File: src/rtl/ysyx_210544_axi_burst.sv
// ysyx_210544_axi_burst: AXI4 INCR burst master turning one cache-line request into an AR/R or AW/W/B burst.
module ysyx_210544_axi_burst (
   input  logic         clk,
   input  logic         rst,
   input  logic         i_axi_io_valid,
   output logic         o_axi_io_ready,
   input  logic         i_axi_io_op,
   input  logic [63:0]  i_axi_io_addr,
   input  logic [511:0] i_axi_io_wdata,
   input  logic [1:0]   i_axi_io_size,
   input  logic [7:0]   i_axi_io_blks,
   output logic [511:0] o_axi_io_rdata,
   output logic         axi_ar_valid,
   input  logic         axi_ar_ready,
   output logic [63:0]  axi_ar_addr,
   output logic [7:0]   axi_ar_len,
   output logic [2:0]   axi_ar_size,
   output logic         axi_aw_valid,
   input  logic         axi_aw_ready,
   output logic [63:0]  axi_aw_addr,
   output logic [7:0]   axi_aw_len,
   output logic [2:0]   axi_aw_size,
   input  logic         axi_r_valid,
   output logic         axi_r_ready,
   input  logic [63:0]  axi_r_data,
   input  logic         axi_r_last,
   output logic         axi_w_valid,
   input  logic         axi_w_ready,
   output logic [63:0]  axi_w_data,
   output logic [7:0]   axi_w_strb,
   output logic         axi_w_last,
   input  logic         axi_b_valid,
   output logic         axi_b_ready
);
   typedef enum logic [2:0] {IDLE, AR, R, AW, W, B, DONE} state_e;
   state_e       state_q;
   logic [2:0]   k_q;
   logic [63:0]  addr_q;
   logic [7:0]   blks_q;
   logic [1:0]   size_q;
   logic [511:0] wdata_q;
   logic [511:0] rdata_q;
   logic [7:0]   strb_q;
   logic [7:0]   strb_d;
   logic         hold_q;
   logic         last_beat;
   assign strb_d = (i_axi_io_size == 2'd3) ? 8'hFF
                 : ((8'd1 << (4'd1 << i_axi_io_size)) - 8'd1) << i_axi_io_addr[2:0];
   assign last_beat = k_q == blks_q[2:0];
   // hold_q blocks acceptance for one IDLE cycle so a request still held after ready is not re-run
   always_ff @(posedge clk or negedge rst)
      if (!rst) begin
         state_q <= IDLE;
         k_q     <= '0;
         addr_q  <= '0;
         blks_q  <= '0;
         size_q  <= '0;
         wdata_q <= '0;
         rdata_q <= '0;
         strb_q  <= '0;
         hold_q  <= 1'b0;
      end else
         case (state_q)
            IDLE: begin
               hold_q <= 1'b0;
               if (i_axi_io_valid && !hold_q) begin
                  addr_q  <= i_axi_io_addr;
                  blks_q  <= i_axi_io_blks;
                  size_q  <= i_axi_io_size;
                  wdata_q <= i_axi_io_wdata;
                  strb_q  <= strb_d;
                  k_q     <= '0;
                  state_q <= i_axi_io_op ? AW : AR;
               end
            end
            AR: if (axi_ar_ready) state_q <= R;
            R: if (axi_r_valid) begin
               rdata_q[{k_q, 6'd0} +: 64] <= axi_r_data;
               k_q <= k_q + 3'd1;
               if (axi_r_last || last_beat) state_q <= DONE;
            end
            AW: if (axi_aw_ready) state_q <= W;
            W: if (axi_w_ready) begin
               k_q <= k_q + 3'd1;
               if (last_beat) state_q <= B;
            end
            B: if (axi_b_valid) state_q <= DONE;
            DONE: begin
               hold_q  <= 1'b1;
               state_q <= IDLE;
            end
            default: state_q <= IDLE;
         endcase
   assign o_axi_io_ready = state_q == DONE;
   assign o_axi_io_rdata = rdata_q;
   assign axi_ar_valid   = state_q == AR;
   assign axi_ar_addr    = addr_q;
   assign axi_ar_len     = blks_q;
   assign axi_ar_size    = {1'b0, size_q};
   assign axi_aw_valid   = state_q == AW;
   assign axi_aw_addr    = addr_q;
   assign axi_aw_len     = blks_q;
   assign axi_aw_size    = {1'b0, size_q};
   assign axi_r_ready    = state_q == R;
   assign axi_w_valid    = state_q == W;
   assign axi_w_data     = wdata_q[{k_q, 6'd0} +: 64];
   assign axi_w_strb     = strb_q;
   assign axi_w_last     = state_q == W && last_beat;
   assign axi_b_ready    = state_q == B;
endmodule

File: config.mk
export PLATFORM = sky130hd
export DESIGN_NAME = ysyx_210544_axi_burst
export DESIGN_NICKNAME = d
export VERILOG_FILES = /design/src/rtl/ysyx_210544_axi_burst.sv
export SDC_FILE = /design/constraint.sdc
export NUM_CORES = 2
export LEC_CHECK = 0
export ABC_AREA = 1
export BUFFER_PORTS_ARGS = -buffer_cell sky130_fd_sc_hd__buf_2
export CORE_AREA = 5 5 549 551
export DETAILED_ROUTE_END_ITERATION = 16
export DIE_AREA = 0 0 554 556
export GPL_ROUTABILITY_DRIVEN = 0
export GPL_TIMING_DRIVEN = 0
export PLACE_DENSITY = 0.42
export SLEW_MARGIN = 10
export SYNTH_ARGS = -nofsm -noshare
export SYNTH_HDL_FRONTEND = slang
export SYNTH_SLANG_ARGS = --single-unit
File: constraint.sdc
create_clock -name clk -period 4.3 [get_ports clk]
set_input_delay 0.215 -clock clk [delete_from_list [all_inputs] [get_ports clk]]
set_output_delay 0.215 -clock clk [all_outputs]
set_load 0.03 [all_outputs]
* Word level (Yosys, flattened, before mapping)
Cells that the tools add are included. Widths: inputs -> output; s select.
Storage, ports and cells: bits in registers 1113, input bits 660, output and inout bits 741, word-level logic and storage cells 62
Operators by class: add/subtract/negate cells 3, equal/unequal tests 16, shifts and indexed selects 6, muxes and demuxes 17, reduce and logical (&&, ||, !) cells 11
Operators with widths (count):
- $bwmux 512 | 1
- $shift 64x11->512 const A | 1
- $shiftx 512x10->64 | 1
- $shiftx 64x11->512 | 1
- $mux 3 | 11
- $pmux 3 s6 | 1
- $neg 9->11 | 1
- $ne 2x1->1 const B | 5
- $eq 3x3->1 const B | 3
- $pmux 3 s3 | 1
- $mux 8 | 1
- $reduce_and 8->1 | 1
- $shl 1x4->8 const A | 1
- $shl 8x3->8 | 1
- $sub 8x1->8 const B | 1
- $eq 3x2->1 const B | 2
- $ne 2x2->1 const B | 3
- $reduce_and 2->1 | 2
- $reduce_and 4->1 | 1
- $shl 1x2->4 const A | 1
- $add 3x1->3 const B | 1
- $eq 3x1->1 const B | 1
- $eq 3x3->1 | 1
- $logic_not 3->1 | 1
- 8 further kinds | 9

* Longest topological paths before layout
depth in word-level cells 5, mapped depth 14, mapped depth without buffers 9

* Worst setup path after synthesis
No wires, ideal clock.
path kind register to register, from reg k_q[0], to reg rdata_q[454] (netlist: o_axi_io_rdata[454]), library setup time 0.130 ns, arrival time 2.296 ns, required time 4.170 ns, setup slack 1.873 ns, stages on the path, launching flop included 13, buffers on the path 6, clock period less this slack 2.427 ns, cells stage by stage dfrtp_1 buf_4 inv_4 buf_2 buf_1 ha_1 nor3_1 buf_2 nand2_1 buf_2 buf_2 nand2_1 o21ai_1
Between the ends: longest elaborated chain between the ends 3, elaborated cells on any way between the ends 4, those cells by class add/sub (1); shift (2); mux (1)
RTL lines:
- start: declaration | RTL line 37 | logic [2:0] k_q;
- start signal: assignment | RTL line 79 | k_q <= k_q + 3'd1;
- start signal: assignment | RTL line 84 | k_q <= k_q + 3'd1;
- $neg 9->11 * | RTL line 78 | rdata_q[{k_q, 6'd0} +: 64] <= axi_r_data;
- $shiftx 64x11->512 / $shift 64x11->512 (equally long branches) | RTL line 78
- $bwmux 512 * | RTL line 78
- end signal: indexed assignment | RTL line 78
- end: declaration | RTL line 42 | logic [511:0] rdata_q;
Every way passes the cells marked *; elsewhere a longest branch is shown, timed or not. A chain may end at the register's enable or synchronous reset.

* Worst setup path in the final report
from reg k_q[0], to out axi_w_data[38]
Between the ends: longest elaborated chain between the ends 1
RTL lines:
- $shiftx 512x10->64 | RTL line 106 | assign axi_w_data = wdata_q[{k_q, 6'd0} +: 64];
- end: declaration | RTL line 29 | output logic [63:0] axi_w_data,
Every way passes these cells.

==> metrics.md <==
| Metric | Value |
|---|---|
| Reg-to-reg startpoint | k_q[0] |
| Post-Synth Simple-Gate Area | 0.271 |
| HP Class | primary input to flip-flop |
| DR iter-0 viols | 5137 |
| Die Span Y | ~560 um |
| Post-route cell area | 0.0709 mm^2 |
| Number of library cell types mapped by synthesis | 35 |
| Vias per cell | 4.25 |
| Post-synthesis mux area share | 0 |
| Crit-path max FO | 10 |
| Fin nets | 8541 |
| Pin count of the biggest net entering global routing | 146 |
| Ports | 1401 |
| Vias in the first global route | slightly above 50000 |
| CTS tree | done |
| Critical path class | flip-flop to output pin |
| Worst Setup End Kind | output pin |
| Yosys warnings | 0 |
| Initial Util | 0.159 |
| Hold wc startpoint | i_axi_io_wdata[36] |
| Max-slew headroom | 0.166 |
| Synth Area in Compound Gates | 0.0787 |
| Clk_skew | between 30 and 40 ps |
| First-pass GRT wire length | around 440000 um |
| Die ar. | 0.308 mm^2 |
| Adder-cell share of the synthesized area | 0.000799 |
| XOR/XNOR Fraction of Synth Area | 0.000559 |
| Leakage | between 30 and 40 nW |
| Pwr dens | slightly below 700 mW/mm^2 |
| CTS buffer count | 143 |
| Core area | 0.296 mm^2 |
| Placed Cells | 11000 |
| Req. time, crit path | about 4100 ps |
| Clock latency on the worst-skew pair | about 800 ps |
| Final min period | 4220 ps |
| Maxcap violations | 0 |
| Synth Area per Inst | roughly 8.3 um^2 |
| Most common cell after layout, fill and taps aside | nand2_1 |
| Final HPWL DP | about 260000 um |
| CP Launch Type | flip-flop |
| Root buffer cell | clkbuf_16 |
| Critical path data arrival time | between 4000 and 5000 ps |
| All-layer global routing usage | 0.204 |
| ANT nets after route | 0 |
| Area delta synth->final | 50.9% |
| Seq/Total Area, Yosys | 0.593 |
| Largest buffer count on any clock path | 4 |
| GRT Residual Overflow | 0 |
| RSZ-0062 raised after global routing | no |
| Clk slew on worst S/H paths | 60 ps |
| Post-Route WL | ~330000 um |
| Routed via count | about 51000 |
| CTS sink count | 1113 |
| Most frequent cells in the layout | nand2_1, buf_2, dfrtp_1, dlygate4sd3_1, nor2_1 |
| H-tree depth | 4 |
| Status | completed |
| Final worst slack | 76.2 ps |
| DP Worst Slack | -629 ps |
| Combinational family with the most area after synthesis | simple AND/OR/NAND/NOR gates |
| Worst slew pin tran | ~1300 ps |
| Setup bufs post-CTS | 0 |
| Port Buffers | 1397 |
| Placed inst area | just under 0.06 mm^2 |
| Die X | 554 um |
| # DRC | 0 |
| Peak supply drop | 0.000519 V |
| Initial antenna violation count | just under 60 |
| Crit. Startpoint | k_q[0] |
| Non-filler cells, final | about 12000 |
| Share of layout cells above drive strength 1 | 0.253 |
| Max-slew violation count | 0 |
| FF+latch count, synth | between 1000 and 1500 |
| Drt first pass iters | 6 |
| # setup viols final | 0 |
| Hold Vio Cnt, Final | 0 |
| Num rows | 200 |
| Crit share post-route | 0.982 |
| WL per Instance | roughly 28 um |
| Cells after Synth | about 5700 |
| Fmax | between 0.2 and 0.25 GHz |
| Syn Std Cell Area | between 0.04 and 0.05 mm^2 |
## through the flow
stage               utilization  total power [mW]  hold WS, ps  TNS (ps)
floorplan                     -              26.2        -80.6         0
global placement          0.199              35.5          415         -
detailed placement        0.200              35.6          172   -106490
CTS                       0.239              48.9         40.5         0
global route              0.240              50.8         83.7         0
finish                    0.240              48.5          147         0
## what timing repair did
item,CTS,global route
endpoints found under the hold margin,1307,0
pin swaps,1,0
hold buffers,666,0
endpoints found under the setup margin,470,12
resized for setup,110,5
## final timing paths
kind	end	slack [ps]	cells past startpoint
max in group asynchronous	o_axi_io_rdata[263]	550	8
worst max-delay path	axi_w_data[38]	80	9
worst min-delay path	wdata_q[36]	150	4
worst min register to register	o_axi_io_rdata[13]	470	2
min in group asynchronous	wdata_q[116]	560	4
worst max register to register	o_axi_io_rdata[302]	100	13
## synthesized netlist by cell type
cell type  number  area, um^2
buf_4          84         631
o21ai_0       264        1320
nand3_4         1        17.5
inv_1          77         289
nor3_2          1        10.0
ha_1            3        37.5
or2_2           2        12.5
nor4_2          1        12.5
dfrtp_1      1113       27900
nor3_1          5        25.0
nand2_1      2713       10200
o22a_1          1        8.76
nand4_2         1        12.5
nand3b_1        1        7.51
nand2_2         1        6.26
o211ai_1        1        7.51
inv_2           9        33.8
o22ai_1       129         807
a21oi_1         8        40.0
buf_2         199         996
a31oi_1         1        6.26
buf_6           7        78.8
clkbuf_1      144         541
nor2_4          3        33.8
and3_1          1        6.26
o21ai_1       299        1500
conb_1          1        3.75
a22oi_1         1        7.51
nand3_1       194         971
buf_1          12        45.0
inv_4           2        12.5
nand3_2         2        20.0
nand4_1         5        31.3
xnor2_1         3        26.3
nor2_1        368        1380
## cells by family after synthesis
family | Yosys count
compound gates | 704
xor+xnor | 3
fa+ha+maj | 3
buf+inv | 534
flops | 1113
other cells | 1
simple gates | 3299
## layout make-up
class | count | area [um^2]
diodes | 22 | 55.1
well taps | 3939 | 4930
repair buffers | 2075 | 14000
flip-flops and latches | 1113 | 27900
multi-input cells | 4011 | 16800
plain buffers | 446 | 2400
fillers | 32700 | 225000
clock inverters | 43 | 460
inverters | 88 | 338
clock buffers | 204 | 4120
## metal layers
layer / part of all wire / wire length, um / global-route usage / vias up
li1: - / - / - / 22300
met1: 0.37 / 123000 / 0.234 / 25000
met2: 0.48 / 158000 / 0.353 / 2799
met3: 0.073 / 23900 / 0.0415 / 649
met4: 0.070 / 23100 / 0.121 / 18
met5: 0.00031 / 101 / 0 / -
## critical path: stages, from the launching register on
cell	delay [ps]
dfrtp_1	480
buf_4	250
inv_4	240
buf_2	360
clkbuf_2	400
o21ai_0	140
o22ai_1	550
nand2_1	310
nand2_1	210
buf_2	230
## flip-flops by register name, summed over array words and instances, names as in the netlist
signal          cells
wdata_q           512
hold_q              1
axi_w_strb          8
state_q             3
k_q                 3
axi_ar_len          8
size_q              2
o_axi_io_rdata    512
axi_ar_addr        64
## power by group
group / leakage, nW / total, mW / switching [mW] / internal [mW]
registers: 14.6 / 16.3 / 2.49 / 13.8
clock network: 2.24 / 12.1 / 5.20 / 6.90
logic: 20.5 / 20.1 / 14.5 / 5.54
total: 37.3 / 48.5 / 22.2 / 26.3
Note: power is estimated with default switching activity, not from simulation.
